--- src/rtl/calc_pkg.sv ---
// Shared types for the sequential calculator ALU: operation codes, FSM states
// and a small helper classifying the multi-cycle operations.
package calc_pkg;

    localparam int unsigned DEFAULT_WIDTH = 16;

    typedef enum logic [2:0] {
        OP_NONE = 3'd0,
        OP_ADD  = 3'd1,
        OP_SUB  = 3'd2,
        OP_MUL  = 3'd3,
        OP_DIV  = 3'd4
    } op_t;

    typedef enum logic [1:0] {
        S_IDLE = 2'd0,
        S_MUL  = 2'd1,
        S_DIV  = 2'd2,
        S_DONE = 2'd3
    } state_t;

    function automatic logic is_iterative(input op_t op);
        return (op == OP_MUL) || (op == OP_DIV);
    endfunction

endpackage

--- src/rtl/alu_muldiv_seq.sv ---
// Iterative shift datapath shared by MUL (shift-add) and DIV (restoring),
// one bit per cycle on operand magnitudes, with sign fix-up on the way out.
module alu_muldiv_seq
    import calc_pkg::*;
#(
    parameter int unsigned WIDTH = DEFAULT_WIDTH
) (
    input  logic             clk,
    input  logic             rst,
    input  logic             start,
    input  logic             is_div,
    input  logic [WIDTH-1:0] left,
    input  logic [WIDTH-1:0] right,
    output logic             done_c,
    output logic [WIDTH-1:0] result_c,
    output logic             error_c
);

    localparam int unsigned W  = WIDTH;
    localparam int unsigned W2 = 2 * WIDTH;
    localparam int unsigned CW = $clog2(WIDTH);
    localparam logic [CW-1:0] LAST = CW'(WIDTH - 1);

    logic          busy;
    logic [CW-1:0] cnt;
    logic [W2-1:0] acc;
    logic [W-1:0]  sh;
    logic [W-1:0]  opb;
    logic          div_q;
    logic          neg_q;
    logic          zero_q;

    logic [W-1:0]  left_mag;
    logic [W-1:0]  right_mag;
    logic [W:0]    mul_sum;
    logic [W:0]    div_rs;
    logic          div_ge;
    logic [W:0]    div_rem;
    logic [W2-1:0] acc_nx;
    logic [W-1:0]  sh_nx;
    logic [W2-1:0] prod;
    logic [W-1:0]  quo;

    // Magnitudes: MIN maps to 2^(W-1), which still fits as an unsigned W-bit value.
    assign left_mag  = left[W-1]  ? (~left  + W'(1)) : left;
    assign right_mag = right[W-1] ? (~right + W'(1)) : right;

    // One iteration: MUL adds into the upper half then shifts right;
    // DIV shifts the next dividend bit into the partial remainder and trial-subtracts.
    always_comb begin
        mul_sum = {1'b0, acc[W2-1:W]} + {1'b0, (sh[0] ? opb : W'(0))};
        div_rs  = {acc[W-1:0], sh[W-1]};
        div_ge  = (div_rs >= {1'b0, opb});
        div_rem = div_ge ? (div_rs - {1'b0, opb}) : div_rs;
        if (div_q) begin
            acc_nx = {(W - 1)'(0), div_rem};
            sh_nx  = {sh[W-2:0], div_ge};
        end else begin
            acc_nx = {mul_sum, acc[W-1:1]};
            sh_nx  = sh >> 1;
        end
    end

    always_ff @(posedge clk) begin
        if (rst) begin
            busy   <= 1'b0;
            cnt    <= '0;
            acc    <= '0;
            sh     <= '0;
            opb    <= '0;
            div_q  <= 1'b0;
            neg_q  <= 1'b0;
            zero_q <= 1'b0;
        end else if (start) begin
            busy   <= 1'b1;
            cnt    <= '0;
            acc    <= '0;
            sh     <= left_mag;
            opb    <= right_mag;
            div_q  <= is_div;
            neg_q  <= left[W-1] ^ right[W-1];
            zero_q <= (right == '0);
        end else if (busy) begin
            acc <= acc_nx;
            sh  <= sh_nx;
            if (cnt == LAST) begin
                busy <= 1'b0;
                cnt  <= '0;
            end else begin
                cnt <= cnt + CW'(1);
            end
        end
    end

    assign done_c = busy && (cnt == LAST);

    // Sign fix-up and range checks on the settled registers.
    always_comb begin
        prod     = neg_q ? (~acc + W2'(1)) : acc;
        quo      = neg_q ? (~sh + W'(1)) : sh;
        result_c = '0;
        error_c  = 1'b0;
        if (div_q) begin
            if (zero_q) begin
                result_c = '0;
                error_c  = 1'b1;
            end else begin
                result_c = quo;
                error_c  = !neg_q && sh[W-1];
            end
        end else begin
            result_c = prod[W-1:0];
            error_c  = (prod[W2-1:W-1] != {(W + 1){prod[W-1]}});
        end
    end

endmodule

--- src/rtl/alu_seq.sv ---
// Multi-cycle calculator ALU: handshaked operand capture, single-cycle ADD/SUB,
// iterative MUL/DIV via alu_muldiv_seq, and registered result/error output.
module alu_seq
    import calc_pkg::*;
#(
    parameter int unsigned WIDTH = DEFAULT_WIDTH
) (
    input  logic             clk_i,
    input  logic             rst_i,
    input  logic [WIDTH-1:0] left_i,
    input  logic [WIDTH-1:0] right_i,
    input  op_t              op_i,
    input  logic             in_valid_i,
    output logic             in_ready_o,
    output logic [WIDTH-1:0] result_o,
    output logic             error_o,
    output logic             out_valid_o,
    input  logic             out_ready_i
);

    localparam int unsigned W = WIDTH;

    state_t        state;
    state_t        state_nx;
    logic          accept_c;
    logic          md_start_c;
    logic          md_done_c;
    logic [W-1:0]  md_result_c;
    logic          md_error_c;

    logic [W-1:0]  left_q;
    logic [W-1:0]  right_q;
    op_t           op_q;

    logic [W-1:0]  sum_c;
    logic [W-1:0]  diff_c;
    logic          add_ovf_c;
    logic          sub_ovf_c;
    logic [W-1:0]  alu_result_c;
    logic          alu_error_c;

    always_ff @(posedge clk_i) begin
        if (rst_i) begin
            state <= S_IDLE;
        end else begin
            state <= state_nx;
        end
    end

    always_comb begin
        state_nx = state;
        accept_c = 1'b0;
        unique case (state)
            S_IDLE: begin
                if (in_valid_i && !rst_i) begin
                    accept_c = 1'b1;
                    if (op_i == OP_MUL) begin
                        state_nx = S_MUL;
                    end else if (op_i == OP_DIV) begin
                        state_nx = S_DIV;
                    end else begin
                        state_nx = S_DONE;
                    end
                end
            end
            S_MUL, S_DIV: begin
                if (md_done_c) begin
                    state_nx = S_DONE;
                end
            end
            S_DONE: begin
                if (out_valid_o && out_ready_i) begin
                    state_nx = S_IDLE;
                end
            end
            default: state_nx = S_IDLE;
        endcase
    end

    assign in_ready_o = (state == S_IDLE) && !rst_i;
    assign md_start_c = accept_c && is_iterative(op_i);

    always_ff @(posedge clk_i) begin
        if (rst_i) begin
            left_q  <= '0;
            right_q <= '0;
            op_q    <= OP_NONE;
        end else if (accept_c) begin
            left_q  <= left_i;
            right_q <= right_i;
            op_q    <= op_i;
        end
    end

    alu_muldiv_seq #(
        .WIDTH(WIDTH)
    ) u_muldiv (
        .clk      (clk_i),
        .rst      (rst_i),
        .start    (md_start_c),
        .is_div   (op_i == OP_DIV),
        .left     (left_i),
        .right    (right_i),
        .done_c   (md_done_c),
        .result_c (md_result_c),
        .error_c  (md_error_c)
    );

    // Signed overflow: operands agree (ADD) or differ (SUB) in sign and the result flips away from left.
    always_comb begin
        sum_c     = left_q + right_q;
        diff_c    = left_q - right_q;
        add_ovf_c = (left_q[W-1] == right_q[W-1]) && (sum_c[W-1] != left_q[W-1]);
        sub_ovf_c = (left_q[W-1] != right_q[W-1]) && (diff_c[W-1] != left_q[W-1]);
        alu_result_c = '0;
        alu_error_c  = 1'b0;
        case (op_q)
            OP_NONE: begin
                alu_result_c = '0;
                alu_error_c  = 1'b0;
            end
            OP_ADD: begin
                alu_result_c = sum_c;
                alu_error_c  = add_ovf_c;
            end
            OP_SUB: begin
                alu_result_c = diff_c;
                alu_error_c  = sub_ovf_c;
            end
            OP_MUL, OP_DIV: begin
                alu_result_c = md_result_c;
                alu_error_c  = md_error_c;
            end
            default: begin
                alu_result_c = '0;
                alu_error_c  = 1'b1;
            end
        endcase
    end

    // Result is loaded on the first cycle in S_DONE and held until consumed.
    always_ff @(posedge clk_i) begin
        if (rst_i) begin
            out_valid_o <= 1'b0;
            result_o    <= '0;
            error_o     <= 1'b0;
        end else if ((state == S_DONE) && !out_valid_o) begin
            out_valid_o <= 1'b1;
            result_o    <= alu_result_c;
            error_o     <= alu_error_c;
        end else if (out_valid_o && out_ready_i) begin
            out_valid_o <= 1'b0;
        end
    end

endmodule

--- config.mk ---
export PLATFORM = sky130hd
export DESIGN_NAME = alu_seq
export DESIGN_NICKNAME = d
export VERILOG_FILES = /design/src/rtl/calc_pkg.sv /design/src/rtl/alu_muldiv_seq.sv /design/src/rtl/alu_seq.sv
export SDC_FILE = /design/constraint.sdc
export NUM_CORES = 1
export LEC_CHECK = 0
export ABC_AREA = 1
export ABC_CLOCK_PERIOD_IN_PS = 3350
export CAP_MARGIN = 25
export CORE_MARGIN = 4
export CORE_UTILIZATION = 40
export CTS_CLUSTER_SIZE = 10
export DETAILED_ROUTE_END_ITERATION = 8
export DONT_BUFFER_PORTS = 1
export GPL_TIMING_DRIVEN = 1
export PLACE_DENSITY = 0.65
export SETUP_SLACK_MARGIN = 0.4
export SLEW_MARGIN = 20
export SYNTH_ARGS = -nofsm -noshare
export SYNTH_HDL_FRONTEND = slang
export SYNTH_SLANG_ARGS = --single-unit
--- constraint.sdc ---
create_clock -name clk_i -period 3.35 [get_ports clk_i]
set_input_delay 0.5025 -clock clk_i [delete_from_list [all_inputs] [get_ports clk_i]]
set_output_delay 0.5025 -clock clk_i [all_outputs]
set_load 0.01 [all_outputs]
Word-level counts from Yosys, hierarchy flattened
Index checks and enable logic that the tools add are counted.
- flip-flop bits (word level): 127
- output and inout bits: 19
- word-level logic and storage cells: 100
- add/sub/neg operators: 9
- order comparisons: 1
- equal/unequal tests: 18
- mux-type cells: 30
- bitwise gates (word level): 5
- reductions and logical operators: 22
- operator list (cell ; count):
    $mux W16 ; 9
    $mux W32 ; 2
    $add A16 B1 Y16 const B ; 3
    $not A16 Y16 ; 3
    $pmux W16 S3 ; 1
    $add A32 B1 Y32 const B ; 1
    $not A32 Y32 ; 1
    $add A16 B16 Y17 ; 1
    $ge A17 B16 Y1 ; 1
    $mux W17 ; 1
    $sub A17 B16 Y17 ; 1
    $add A16 B16 Y16 ; 1
    $logic_not A16 Y1 ; 1
    $ne A16 B16 Y1 ; 1
    $sub A16 B16 Y16 ; 1
    $mux W1 ; 10
    $eq A3 B2 Y1 const B ; 3
    $logic_and A1 B1 Y1 ; 9
    $mux W2 ; 4
    $eq A3 B3 Y1 const B ; 2
    $ne A2 B2 Y1 const B ; 3
    $pmux W2 S3 ; 1
    $reduce_or A2 Y1 ; 3
    $add A4 B1 Y4 const B ; 1
    15 further kinds ; 21

Logic depth before layout (Yosys ltp)
Gate-level depths: netlist of the first run.
- word-level depth: 6
- mapped depth: 17
- mapped depth without buffers: 17

Modules after synthesis
Synthesis of the first run repeated with hierarchy kept, for this count alone.
- cells, all modules: 1924
- area, all modules: 11423.5 um^2
- by module, submodules not included (module ; instances ; cells each ; area each (um^2)):
    alu_muldiv_seq ; 1 ; 1224 ; 7190.6
    alu_seq ; 1 ; 700 ; 4232.8

Worst setup path before layout of the first run
No wires, ideal clock.
- path kind: reg2reg
- from: register u_muldiv.sh[15]
- to: register u_muldiv.acc[10]
- library setup time: 113 ps
- arrival time: 2095 ps
- required time: 3237 ps
- setup slack: 1142 ps
- stages on the path, launching flop included: 13
- path buffers: 0
- path through: dfxtp_1 inv_1 ha_1 fa_1 nand3b_1 nand2_1 a21boi_1 o21ai_0 a21oi_1 xor2_1 o21ai_0 o21ai_1 inv_1
- cells in the longest elaborated chain, start to end: 3
- elaborated cells on any way between the ends: 4
- those cells by class: add/sub: 1; order compare: 1; mux: 2
- RTL lines (what ; RTL line ; RTL):
    from (decl) ; alu_muldiv_seq.sv:27 ; logic [W-1:0] sh;
    from (signal assigned) ; alu_muldiv_seq.sv:78 ; sh <= left_mag;
    from (signal assigned) ; alu_muldiv_seq.sv:85 ; sh <= sh_nx;
    $sub A17 B16 Y17 / $ge A17 B16 Y1 (equally long branches) ; alu_muldiv_seq.sv:54, alu_muldiv_seq.sv:53 ;
    $mux W17 * ; alu_muldiv_seq.sv:54 ; div_rem = div_ge ? (div_rs - {1'b0, opb}) : div_rs;
    $mux W32 * ; alu_muldiv_seq.sv:55 ; if (div_q) begin
    to (signal assigned) ; alu_muldiv_seq.sv:84 ; acc <= acc_nx;
    to (decl) ; alu_muldiv_seq.sv:26 ; logic [W2-1:0] acc;
Every way passes the cells marked *; elsewhere a longest branch is shown, timed or not.
A chain may end at the register's enable or synchronous reset.

Final worst setup path of the first run
Same ends and word-level chain as after synthesis.

==> results.cfg, run 1 <==
[critical_path]
regToRegSetupSlack_ns = 0.60
r2r-start = u_muldiv.sh[15]$_SDFFE_PP0P_
worstSetupStartpointType = register
path_delay_family = compound AO/OA/AOI/OAI gates
path_depth = 12
r2r_cells = 12
setup.worst_path.class = reg -> reg
cp_data_arrival_time_ns = 3.07
critPathRequiredTime_ns = 3.68
endpoint_kind = register
crit_path_max_fanout = 6
crit_chain = inv_1 -> ha_1 -> fa_1 -> nand3b_1 -> nand2_1 -> a21boi_1 -> o21ai_0 -> a21oi_1 -> xor2_1 -> o21ai_0 -> o21ai_1 -> inv_1
timing.rr.end = u_muldiv.acc[10]$_SDFFE_PP0P_
path_buf_inv = 2
critPathMaxStageDelay_ns = 0.52
slowest_stage = dfxtp_1

[timing]
tightest_slew_ns = 0.787
layout_setup_ws_ns = 0.604
setup_viol = 0
fin_crit_ns = 2.75
final_hold_viol_count = 0
final_max_slew_viol_count = 0
fmax_mhz = 364
finalSetupTns_ns = 0
slew_headroom_pct = 47.5
rsz0062_at_grt = no
clock_skew_ns = 0.0230
min_period_over_period_pct = 82.0

[clocking]
htreeDepth = 4
clock_latency_ns = 0.44
cts_buffers = 17
clk_root_buffer_cell = clkbuf_16
clk_path_buf_depth = 2
clkSinkCount = 127
cts_hold_buf = 0
clk_pin_slew_ns = 0.07
post_cts_buffers = 0
tritoncts = done

[synth]
yosysWarnings = 0
synth_adder_area_share_pct = 8.77
synth_edf_count = 0
synth_top_cells_by_area = dfxtp_1 24%, nand2_1 13%, ha_1 8.0%, a21oi_1 7.9%, inv_1 7.8%
synth_cell_types = 57
ys.flop_type = dfxtp_1
syn_nets = 1863
synth_top_family_by_area = simple AND/OR/NAND/NOR gates
avgSynthCellArea_um2 = 6.15
synthArstFlopShare_pct = 0
ys_top_cells_by_count = 379 x nand2_1, 223 x inv_1, 170 x a21oi_1, 162 x o21ai_0, 149 x nor2_1
yosys.area_share.simple_pct = 30.3
synth_mux_area_share_pct = 0
netlist_area_um2 = 10800
synth_top_area_share_pct = 23.6
seq_area_frac_synth_pct = 23.6
syn_inst = 1751
yosysMostFrequentCell = nand2_1
synth_xor_area_share_pct = 3.42
synth_compound_area_share_pct = 22.8
yosys.area.top_type = dfxtp_1
synth-seq-cells = 127

[floorplanning]
die_x_um = 172
coreArea_um2 = 26300
die_area_um2 = 29600
num_io_pins = 58
die_y_um = 172
initial_utilization_pct = 41.0
rows = 59

[placed_design]
gp_congestion = 0.995
placed_cell_area_um2 = 11000
dp.cells = 2035
place_ws_ns = 0.433
portBuffers = 0
dpl.hpwl_um = 29200

[cells_and_area]
diodes = 0
drive_above_1_share_pct = 5.31
area_growth_pct = 7.58
final_nets = 1831
finalCoreUtilization_pct = 44.1
design_area_um2 = 11600
fin_cells = 2067

[global_routing]
grt_max_degree = 70
grt_overflow = 0
grt_pass1_wl_um = 58200
grt_pass1_vias = 10700
grt_antenna_before_repair = 0
grt_use_total_pct = 25.0

[detailed_routing]
firstDrtPassIters = 6
viasPerCell = 5.61
drt_iter0_markers = 1144
drt.antenna.violating_nets = 0
drc = 0
wl_um = 36800
post_drt_wl_per_cell_um = 17.8
vias = 11600

[power_and_ir_drop]
p_per_area_nw_per_um2 = 523
p_leak_nw = 5.45
vdd_drop_max_uv = 461

[job]
drv_cap = 0

[hold_path]
min_to = u_muldiv.sh[0]$_SDFFE_PP0P_
hp-class = in -> reg
holdPathStages = 1
worstHoldStart = rst_i

[status]
status = completed
==> kinds of logic (layout without fill, tap and decap cells) <==
| group | after synthesis | after routing |
|---|---|---|
| AO/OA/AOI/OAI | 450 | 450 |
| XOR/XNOR | 42 | 42 |
| adder cells (fa/ha/maj) | 73 | 73 |
| buffers and inverters | 304 | 285 |
| flip-flops | 127 | 127 |
| AND/OR/NAND/NOR | 755 | 755 |
==> repair_timing <==
action	4_1_cts	5_1_grt
gates resized for setup	0	2
hold endpoints to repair	0	0
endpoints found under the setup margin	0	7
==> power by group <==
part           leakage (nW)  internal [mW]  switching, mW
sequential             1.03           1.67          0.193
clock                 0.266          0.982          0.842
combinational          4.15          0.749           1.62
total                  5.45           3.40           2.66
==> per-stage QoR <==
stage / hold slack (ns) / total power, mW
floorplan: 0.451 / 3.64
global placement: 0.473 / 4.20
detailed placement: 0.481 / 4.22
CTS: 0.120 / 6.05
global route: 0.115 / 6.48
finish: 0.127 / 6.06
==> cells in the final DEF (no fill, tap or decap), drive strengths merged, types with 30 or more instances in the layout <==
cell type	synthesis	layout
nand2	387	387
inv	234	243
o21ai	190	190
a21oi	170	170
nor2	157	157
nand3	138	138
dfxtp	127	127
ha	69	69
xor2	36	36
nor3	33	33
o22ai	30	30
==> how the worst max path moves through the flow <==
stage	to	slack (ns)	startpoint
after global placement	u_muldiv.acc[26]$_SDFFE_PP0P_	0.40	u_muldiv.sh[0]$_SDFFE_PP0P_
after global routing	u_muldiv.acc[8]$_SDFFE_PP0P_	0.40	u_muldiv.acc[13]$_SDFFE_PP0P_
final	u_muldiv.acc[10]$_SDFFE_PP0P_	0.60	u_muldiv.sh[15]$_SDFFE_PP0P_
after CTS	u_muldiv.acc[26]$_SDFFE_PP0P_	0.41	u_muldiv.sh[0]$_SDFFE_PP0P_
after detailed placement	u_muldiv.acc[26]$_SDFFE_PP0P_	0.43	u_muldiv.sh[0]$_SDFFE_PP0P_
after floorplan	u_muldiv.acc[10]$_SDFFE_PP0P_	1.14	u_muldiv.sh[15]$_SDFFE_PP0P_
==> sequential cells by signal (all words and copies together) (netlist names) <==
name,cells
u_muldiv.zero_q,1
u_muldiv.busy,1
u_muldiv.div_q,1
state,2
u_muldiv.cnt,4
error_o,1
u_muldiv.opb,16
op_q,3
u_muldiv.acc,32
out_valid_o,1
left_q,16
right_q,16
result_o,16
u_muldiv.sh,16
u_muldiv.neg_q,1
==> layout make-up <==
class,count,area (µm²)
Clock buffer,17,425
Timing Repair Buffer,15,113
Clock inverter,15,141
Inverter,238,898
Sequential cell,127,2550
Tap cell,335,419
Fill cell,2815,14700
Multi-Input combinational cell,1320,7040
==> routing by layer <==
layer | track usage, % | share of wire, % | vias up
li1 | - | - | 5770
met1 | 35.5 | 46 | 5231
met2 | 37.4 | 42 | 522
met3 | 5.90 | 9.4 | 67
met4 | 8.10 | 3.0 | 0
met5 | 0 | 0 | -
Note: power is estimated with default switching activity, not from simulation.
==> run 2, diff against run 1 <==
Settings changed: ABC_CLOCK_PERIOD_IN_PS 3350 to 2800.
Clock period 3.35 ns to 2.8 ns, I/O delays scaled along.
==> run 2 against run 1 <==
Worst hold slack got worse by 0.079 ns. Sequential power increased by 19%. Largest power group unchanged. Cell count increased by 0.58%. Highest routed layer unchanged. First-iteration DRC count increased by 0.26%. Fmax increased by 18%. Core utilization increased by 1.2 points.
==> results.cfg, run 2 (synthesized netlist as in run 1, its figures left out) <==
[status]
status = completed

[floorplanning]
coreArea_um2 = 26300
initial_utilization_pct = 41.0
die_area_um2 = 29600
num_io_pins = 58
rows = 59
die_x_um = 172
die_y_um = 172

[detailed_routing]
wl_um = 37900
drt_iter0_markers = 1147
post_drt_wl_per_cell_um = 18.2
vias = 11700
viasPerCell = 5.62
drt.antenna.violating_nets = 0
firstDrtPassIters = 5
drc = 0

[clocking]
tritoncts = done
clk_pin_slew_ns = 0.08
cts_hold_buf = 0
htreeDepth = 4
cts_buffers = 17
clk_path_buf_depth = 2
clock_latency_ns = 0.44
clkSinkCount = 127
clk_root_buffer_cell = clkbuf_16

[global_routing]
grt_antenna_before_repair = 0
grt_overflow = 0
grt_pass1_vias = 10700
grt_max_degree = 70
grt_use_total_pct = 25.4
grt_pass1_wl_um = 59000

[placed_design]
portBuffers = 0
gp_congestion = 0.958
dpl.hpwl_um = 29700

[cells_and_area]
mostFrequentLayoutCells = 373 x nand2_1, 221 x inv_1, 160 x o21ai_0, 158 x a21oi_1, 145 x nor2_1
fillers = 2744
area_growth_pct = 10.5
diodes = 0
final_nets = 1843
top_register = u_muldiv.acc
drive_above_1_share_pct = 8.89
mostFrequentLayoutCell = nand2_1
largest_reg_flops = 32

[power_and_ir_drop]
p_sw_mw = 3.32
comb_power_share_pct = 41.1
p_int_mw = 4.20
seq_power_share_pct = 29.6
swShare_pct = 44.1
p_leak_nw = 5.53
vdd_drop_max_uv = 471
clkPwrFrac_pct = 29.3
p_per_area_nw_per_um2 = 633

[hold_path]
hp-class = in -> reg

[critical_path]
critPathRequiredTime_ns = 3.09
cp_data_arrival_time_ns = 2.63
crit_path_max_fanout = 17
regToRegSetupSlack_ns = 0.46
endpoint_kind = register
worstSetupStartpointType = register
setup.worst_path.class = reg -> reg

[job]
drv_cap = 0

[timing]
tightest_slew_ns = 0.597
setup_viol = 0
final_hold_viol_count = 0
min_period_over_period_pct = 83.5
rsz0062_at_grt = no
clock_skew_ns = 0.0175
fin_crit_ns = 2.34
final_max_slew_viol_count = 0
slew_headroom_pct = 59.8
holdWs_ns = 0.0479
fmax_mhz = 428
finalSetupTns_ns = 0
run 2: cell count changes in the layout (fill, tap and decap cells not counted), moves of 4 or more:
cell     change
ha_1        -11
nor3_2       +5
nor3_1       -5
dfxtp_1      -6
nor2_1       -4
a21oi_1     -12
buf_4       +10
a21oi_2     +11
nand2_1      -5
ha_2         +9
dfxtp_2      +5
nand2_2      +5
run 2: cell type report:
type                       instances  area, µm²  share of cell area [%]
clock inverter                    15        144                    1.21
tap                              335        419                    3.53
sequential                       127       2560                    21.5
clock buffer                      17        425                    3.58
timing repair buffer              27        210                    1.77
inverter                         238        900                    7.57
multi-input combinational       1320       7230                    60.8
run 2: timing repair:
item | CTS | global route
setup buffers | 0 | 2
gates resized for setup | 0 | 67
setup endpoints to repair | 0 | 34
run 2: critical path: stages (launching register included):
cell,delay (ns)
dfxtp_1,0.44
inv_1,0.12
ha_2,0.40
nand2_1,0.09
nor2_2,0.18
and2_1,0.17
nand4_1,0.13
nand4_4,0.19
buf_6,0.19
a21oi_1,0.08
o21ai_0,0.10
a31oi_1,0.10
run 2: power groups by stage:
stage,clock network [mW],registers [mW],logic [mW]
2_1_floorplan,0,2.17,2.19
3_3_place_gp,0,2.24,2.82
3_5_place_dp,0,2.25,2.84
4_1_cts,2.21,2.21,2.86
5_1_grt,2.29,2.25,3.46
6_report,2.20,2.22,3.09
run 2: worst paths after layout:
kind	from	endpoint	depth (start not counted)
max	u_muldiv.opb[10]$_SDFFE_PP0P_	u_muldiv.acc[1]$_SDFFE_PP0P_	11
min	rst_i	u_muldiv.div_q$_SDFFE_PP0P_	1
max reg2reg	u_muldiv.opb[10]$_SDFFE_PP0P_	u_muldiv.acc[1]$_SDFFE_PP0P_	11
min reg2reg	right_q[12]$_SDFFE_PP0P_	right_q[12]$_SDFFE_PP0P_	2
run 2: per-layer routing:
layer / track usage (%) / part of all wire [%] / up-vias
met3: 5.24 / 9.4 / 59
li1: - / - / 5781
met1: 36.0 / 45 / 5347
met4: 8.27 / 2.6 / 0
met5: 0 / 0 / -
met2: 38.8 / 43 / 490
run 2: per-stage QoR:
stage	power (mW)	area [µm²]	setup slack [ns]	utilization (%)	std cells
finish	7.52	11900	0.463	45.2	2079
CTS	7.29	11700	0.407	44.3	2077
global placement	5.07	11100	0.371	42.2	2045
global route	8.00	11900	0.394	45.2	2079
detailed placement	5.09	11100	0.388	42.2	2045
floorplan	4.36	10800	0.592	-	1751
